## src/rtl/dmux_8way1bit_deser_chip.sv

```systemverilog
// 1-to-8 serial deserializer: collects qualified bits into a shadow register and
// publishes them on a..h as a whole frame with a one-cycle out_valid pulse.
module dmux_8way1bit_deser_chip #(
  parameter bit MSB_FIRST = 1'b0
) (
  input  logic       clk,
  input  logic       rst_n,
  input  logic       in,
  input  logic       in_valid,
  input  logic       clear,
  output logic       a,
  output logic       b,
  output logic       c,
  output logic       d,
  output logic       e,
  output logic       f,
  output logic       g,
  output logic       h,
  output logic       out_valid,
  output logic [2:0] count,
  output logic       any
);

  logic [7:0] shadow_q, shadow_d;
  logic [7:0] frame_q, frame_d;
  logic [2:0] count_q, count_d;
  logic       vld_q, vld_d;
  logic [7:0] merged;

  function automatic logic [2:0] way(input logic [2:0] k);
    return MSB_FIRST ? (3'd7 - k) : k;
  endfunction

  always_comb begin
    shadow_d = shadow_q;
    frame_d  = frame_q;
    count_d  = count_q;
    vld_d    = 1'b0;
    merged   = shadow_q;
    merged[way(count_q)] = in;
    // Clear wins over an accept on the same edge, including the completing one.
    if (clear) begin
      shadow_d = 8'h00;
      count_d  = 3'd0;
    end else if (in_valid) begin
      shadow_d = merged;
      count_d  = count_q + 3'd1;
      if (count_q == 3'd7) begin
        frame_d = merged;
        vld_d   = 1'b1;
      end
    end
  end

  always_ff @(posedge clk or negedge rst_n) begin
    if (!rst_n) begin
      shadow_q <= 8'h00;
      frame_q  <= 8'h00;
      count_q  <= 3'd0;
      vld_q    <= 1'b0;
    end else begin
      shadow_q <= shadow_d;
      frame_q  <= frame_d;
      count_q  <= count_d;
      vld_q    <= vld_d;
    end
  end

  assign {h, g, f, e, d, c, b, a} = frame_q;
  assign out_valid = vld_q;
  assign count     = count_q;
  assign any       = |frame_q;

endmodule

```

## config.mk

```make
export PLATFORM = sky130hd
export DESIGN_NAME = dmux_8way1bit_deser_chip
export DESIGN_NICKNAME = d
export VERILOG_FILES = /design/src/rtl/dmux_8way1bit_deser_chip.sv
export SDC_FILE = /design/constraint.sdc
export NUM_CORES = 1
export LEC_CHECK = 0
export ABC_AREA = 0
export CORE_MARGIN = 4
export CORE_UTILIZATION = 25
export CTS_CLUSTER_SIZE = 28
export DETAILED_ROUTE_END_ITERATION = 7
export SLEW_MARGIN = 10
export SYNTH_ARGS = -nofsm -noshare
export SYNTH_HDL_FRONTEND = slang
export SYNTH_SLANG_ARGS = --single-unit
export TNS_END_PERCENT = 30
```

## constraint.sdc

```tcl
create_clock -name clk -period 1.45 [get_ports clk]
set_input_delay 0.3625 -clock clk [delete_from_list [all_inputs] [get_ports clk]]
set_output_delay 0.3625 -clock clk [all_outputs]
set_load 0.02 [all_outputs]
```

# Yosys cells after proc, flatten, opt, wreduce, memory -nomap -nowiden
# Cells that the tools add are included.
word_totals:
  word_cells: 23
  input_bits: 5
  reg_bits: 20
op_classes:
  mux: 10
  n_lt_le_gt_ge: 2
  eq_ne: 1
  bitwise_logic: 1
  n_reduce_logical: 4
  add_sub_neg: 1
ops:
  columns: ["op", "count"]
  rows:
  - ["8-bit 2-to-1 mux", 2]
  - ["8-bit bitwise mux", 1]
  - ["8-bit OR reduction", 1]
  - ["3-bit 2-to-1 mux", 2]
  - ["3-bit by 4-bit less-than comparator with 1-bit output, second input constant", 1]
  - ["1-bit 2-to-1 mux", 4]
  - ["3-bit by 1-bit adder with 3-bit output, second input constant", 1]
  - ["1-bit demux with 3-bit select", 1]
  - ["3-bit equality test, second input constant", 1]
  - ["3-bit by 1-bit >= comparator with 1-bit output, second input constant", 1]
  - ["3-bit AND reduction", 1]
  - ["2-bit nonzero test", 1]
  - ["1-bit logical AND", 1]
  - ["1-bit inverter", 1]

# Logic depth before layout (Yosys ltp)
depth:
  depth_word: 7
  depth_mapped: 7
  depth_no_buf: 5

# Worst setup path before layout
# OpenSTA, ideal clock, no wires.
synth_timing:
  kind: "reg-to-reg"
  startpoint: "register count_q[1], in the netlist count[1]"
  endpoint: "register frame_q[7]"
  required_ns: 1.327
  n_path_buf: 2
  arrival_time_ns: 1.384
  stages_incl_launch_ff: 8
  setup_slack_ns: -0.056
  cell_sequence: "dfrtp_1 ha_1 ha_1 and3b_1 buf_6 buf_6 nor2_1 a21oi_1"
synth_between:
  elab_chain_len: 5
  elab_cells_between_ends: 8
  classes_between: "2 x order compare; 1 x eq/ne; 3 x mux; 2 x reduce/logical"
synth_rtl:
  columns: ["element", "line", "rtl"]
  rows:
  - ["start, declared", "26", "logic [2:0] count_q, count_d;"]
  - ["start signal, assigned", "64", "count_q <= count_d;"]
  - ["3-bit by 4-bit less-than comparator with 1-bit output (implied by the code) / 3-bit by 1-bit >= comparator with 1-bit output (equally long branches)", "40", "merged[way(count_q)] = in;"]
  - ["1-bit logical AND (implied by the code)", "40", null]
  - ["1-bit 2-to-1 mux (implied by the code)", "40", null]
  - ["1-bit demux with 3-bit select", "40", null]
  - ["8-bit bitwise mux", "40", null]
  - ["end signal, assigned", "63", "frame_q <= frame_d;"]
  - ["end, declared", "25", "logic [7:0] frame_q, frame_d;"]
# Parallel ways exist; a longest one is shown, timed or not.
# A chain may end at the register's enable or synchronous reset.

# Final worst setup path
layout_timing:
  startpoint: "register frame_q[1]"
  endpoint: "output port any"
layout_between:
  elab_chain_len: 1
layout_rtl:
  columns: ["element", "line", "rtl"]
  rows:
  - ["8-bit OR reduction", "72", "assign any = |frame_q;"]
  - ["end, declared", "21", "output logic any"]
# No other way between the ends.

==> metrics.md <==
| Metric | Value |
|---|---|
| Io pins | 18 |
| Setup tns final | -0.0626 ns |
| Setup violations, final | 1 |
| DRC errors left | 0 |
| WL/cell | approximately 12 um |
| Status | complete, but fails checks |
| Via count | between 800 and 900 |
| RSZ-0062 raised after global routing | yes |
| Final core occ | a little over a third |
| Worst Path Required | between 1 and 1.5 ns |
| Sequential fraction of the synthesis area | between 40 and 50% |
| Final #Nets | ~150 |
| Die area | approximately 5200 um^2 |
| Initial antenna violation count | 0 |
| Sink Count | 20 |
| Synth Area in Compound Gates | between 15 and 20% |
| Crit path arrival time | roughly 1.2 ns |
| Pre-Repair DR Iteration Count | 4 |
| GR Util All Layers | between 9 and 10% |
| H-tree levels | 1 |
| Synth Register Bits | 20 |
| Initial core utilization | between 20% and 30% |
| Max cap viols | 0 |
| CTS max path bufs | 2 |
| Synth Area in Simple Gates | roughly 23% |
| PortBufs | 17 |
| Unique masters post-synth | 23 |
| Synth top area share | between 40 and 50% |
| Die X | between 70 and 80 um |
| Skew final | roughly 0.0011 ns |
| CTS Root Cell | clkbuf_8 |
| Worst skew pair latency | 0.26 ns |
| Vias in the first global route | slightly below 900 |
| Failing checks | negative setup slack |
| Post-synthesis xor/xnor area fraction | 0% |
| First-pass GRT wire length | 4.06 mm |
| Max Fclk | 661 MHz |
| Most frequent cells in the layout | dfrtp_1, buf_4, nor2_1 |
| Worst-path clk slew | around 0.070 ns |
| Largest net degree at the start of global routing | 21 |
| Worst slew margin | about four fifths |
| Synth area leader | dfrtp_1 |
| Worst Max-Slew Pin Slew | 0.312 ns |
| Most common cell after layout, fill and taps aside | dfrtp_1 |
| Maximum VDD drop | 574 uV |
| Critical path class | register to primary output |
| CTS Buf Count | 3 |
| Startpoint type of the worst setup path | register |
| Final GP Congestion | between 0.8 and 0.9 |
| Number of post-CTS setup repair buffers | 0 |
| Crit path max fanout | 2 |
| Share of post-route cells with drive strength above 1 | between 20% and 30% |
| CP Capture Type | primary output |
| Leakage dissipation | approximately 0.00066 uW |
| Post-Route WL | between 2 and 2.5 mm |
| Post-Syn Instances | about 110 |
| Detailed Place HPWL | roughly 1.7 mm |
| Synth area leaders | dfrtp_1, a21oi_1, o21ai_0 |
| Worst setup margin | -0.0626 ns |
| DRT antenna net count | 0 |
| Core Area | 4000 um^2 |
| GRT overflow | 0 |
| Pwr Density | 909 nW/um^2 |
| Synthesis Warnings | 0 |
| Pwr Total | between 1000 and 1500 uW |
| Adder-cell share of the synthesized area | approximately 2.4% |
| CTS Hold Bufs | 0 |
| Ant diodes | 0 |
| Final Hold Viols | 0 |
| Hold WC Path Type | input pin to async pin |
| Post-synthesis cell area | around 1000 um^2 |
| Synth Net Count | 116 |
| Syn Area/Cell | between 9 and 10 um^2 |
| Largest family of logic cells by synthesized area | simple AND/OR/NAND/NOR gates |
| Worst slack, placed | -0.179 ns |
| Row count | 23 |
| Slew Viols, Final | 0 |
| DR iter-0 viols | 52 |
| CTS tree | done |
| Min cycle time layout | between 1.5 and 2 ns |
| Via density | around 4.7 |
| Die H | around 72 um |
| Mux share of post-synthesis cell area | under 10% |
| Layout area overhead | 37.1% |
| Final period utilization | 104% |
path summary, 6_finish.rpt:
check / to / slack, ns / cells past startpoint / startpoint
worst max-delay path: any / -0.06 / 3 / frame_q[1]$_DFFE_PN0P_
worst min register to register: shadow_q[7]$_DFFE_PN0P_ / 0.54 / 2 / shadow_q[7]$_DFFE_PN0P_
worst min-delay path: count[2]$_DFFE_PN0P_ / 0.44 / 2 / rst_n
min in group clk: shadow_q[7]$_DFFE_PN0P_ / 0.54 / 2 / shadow_q[7]$_DFFE_PN0P_
max in group asynchronous: count[1]$_DFFE_PN0P_ / 0.78 / 2 / rst_n
worst max register to register: frame_q[5]$_DFFE_PN0P_ / 0.07 / 6 / count[1]$_DFFE_PN0P_
state kept, by name, summed over array words and instances (netlist names):
signal,cells
count,3
frame_q,8
shadow_q,8
out_valid,1
kinds of logic (layout without fill, tap and decap cells):
kind of cell | count (synthesis) | in the layout
AOI/OAI and AO/OA | 30 | 30
adders and majority gates | 2 | 2
buffers and inverters | 10 | 41
DFF | 20 | 20
muxes | 4 | 4
and+or+nand+nor | 43 | 43
Yosys cell counts, drive strengths merged:
cell type	instances
a31oi	7
nand3	8
nor2	12
nor2b	3
inv	1
nand2	6
o21ai	14
nand4	5
and2b	1
a21oi	9
dfrtp	20
nor4	2
or2	1
nand2b	4
mux2i	4
buf	8
ha	2
clkbuf	1
and3b	1
power breakdown:
group	internal [uW]	leakage (uW)	switching, uW
combinational	62.0	0.000353	88.9
sequential	568	0.000274	9.55
clock	369	0.0000357	190
total	998	0.000663	288
worst max-delay path, cell delays in order (launching register included):
cell and delay [ns]:
dfrtp_1 0.40, nor4_2 0.26, nand2_1 0.07, buf_2 0.16
timing repair:
item | CTS | global route
endpoints found under the setup margin | 13 | 10
pin swaps | 0 | 0
gates resized for setup | 25 | 11
final cells by class:
class                      count  area [um^2]
inverter                       1         3.75
timing repair buffer          36          288
clock buffer                   3         41.3
sequential                    20          503
multi-input combinational     79          487
tap                           50         62.6
clock inverter                 1         30.0
fill                         433         2580
metal layers:
metal  GRT usage, %  wire length (um)  up-vias
met3           3.60               141        2
met1           13.4              1110      410
met2           15.3              1090       26
met4           1.88                 8        0
li1               -                 -      453
met5              0                 0        -
through the flow:
stage	hold WS [ns]	std cells	cell area (um^2)
after global placement	0.513	186	1380
final	0.441	190	1420
after global routing	0.469	190	1420
after CTS	0.449	190	1450
after detailed placement	0.529	186	1380
after floorplan	0.0669	109	1050
No activity file was read; power rests on OpenSTA's default activity.
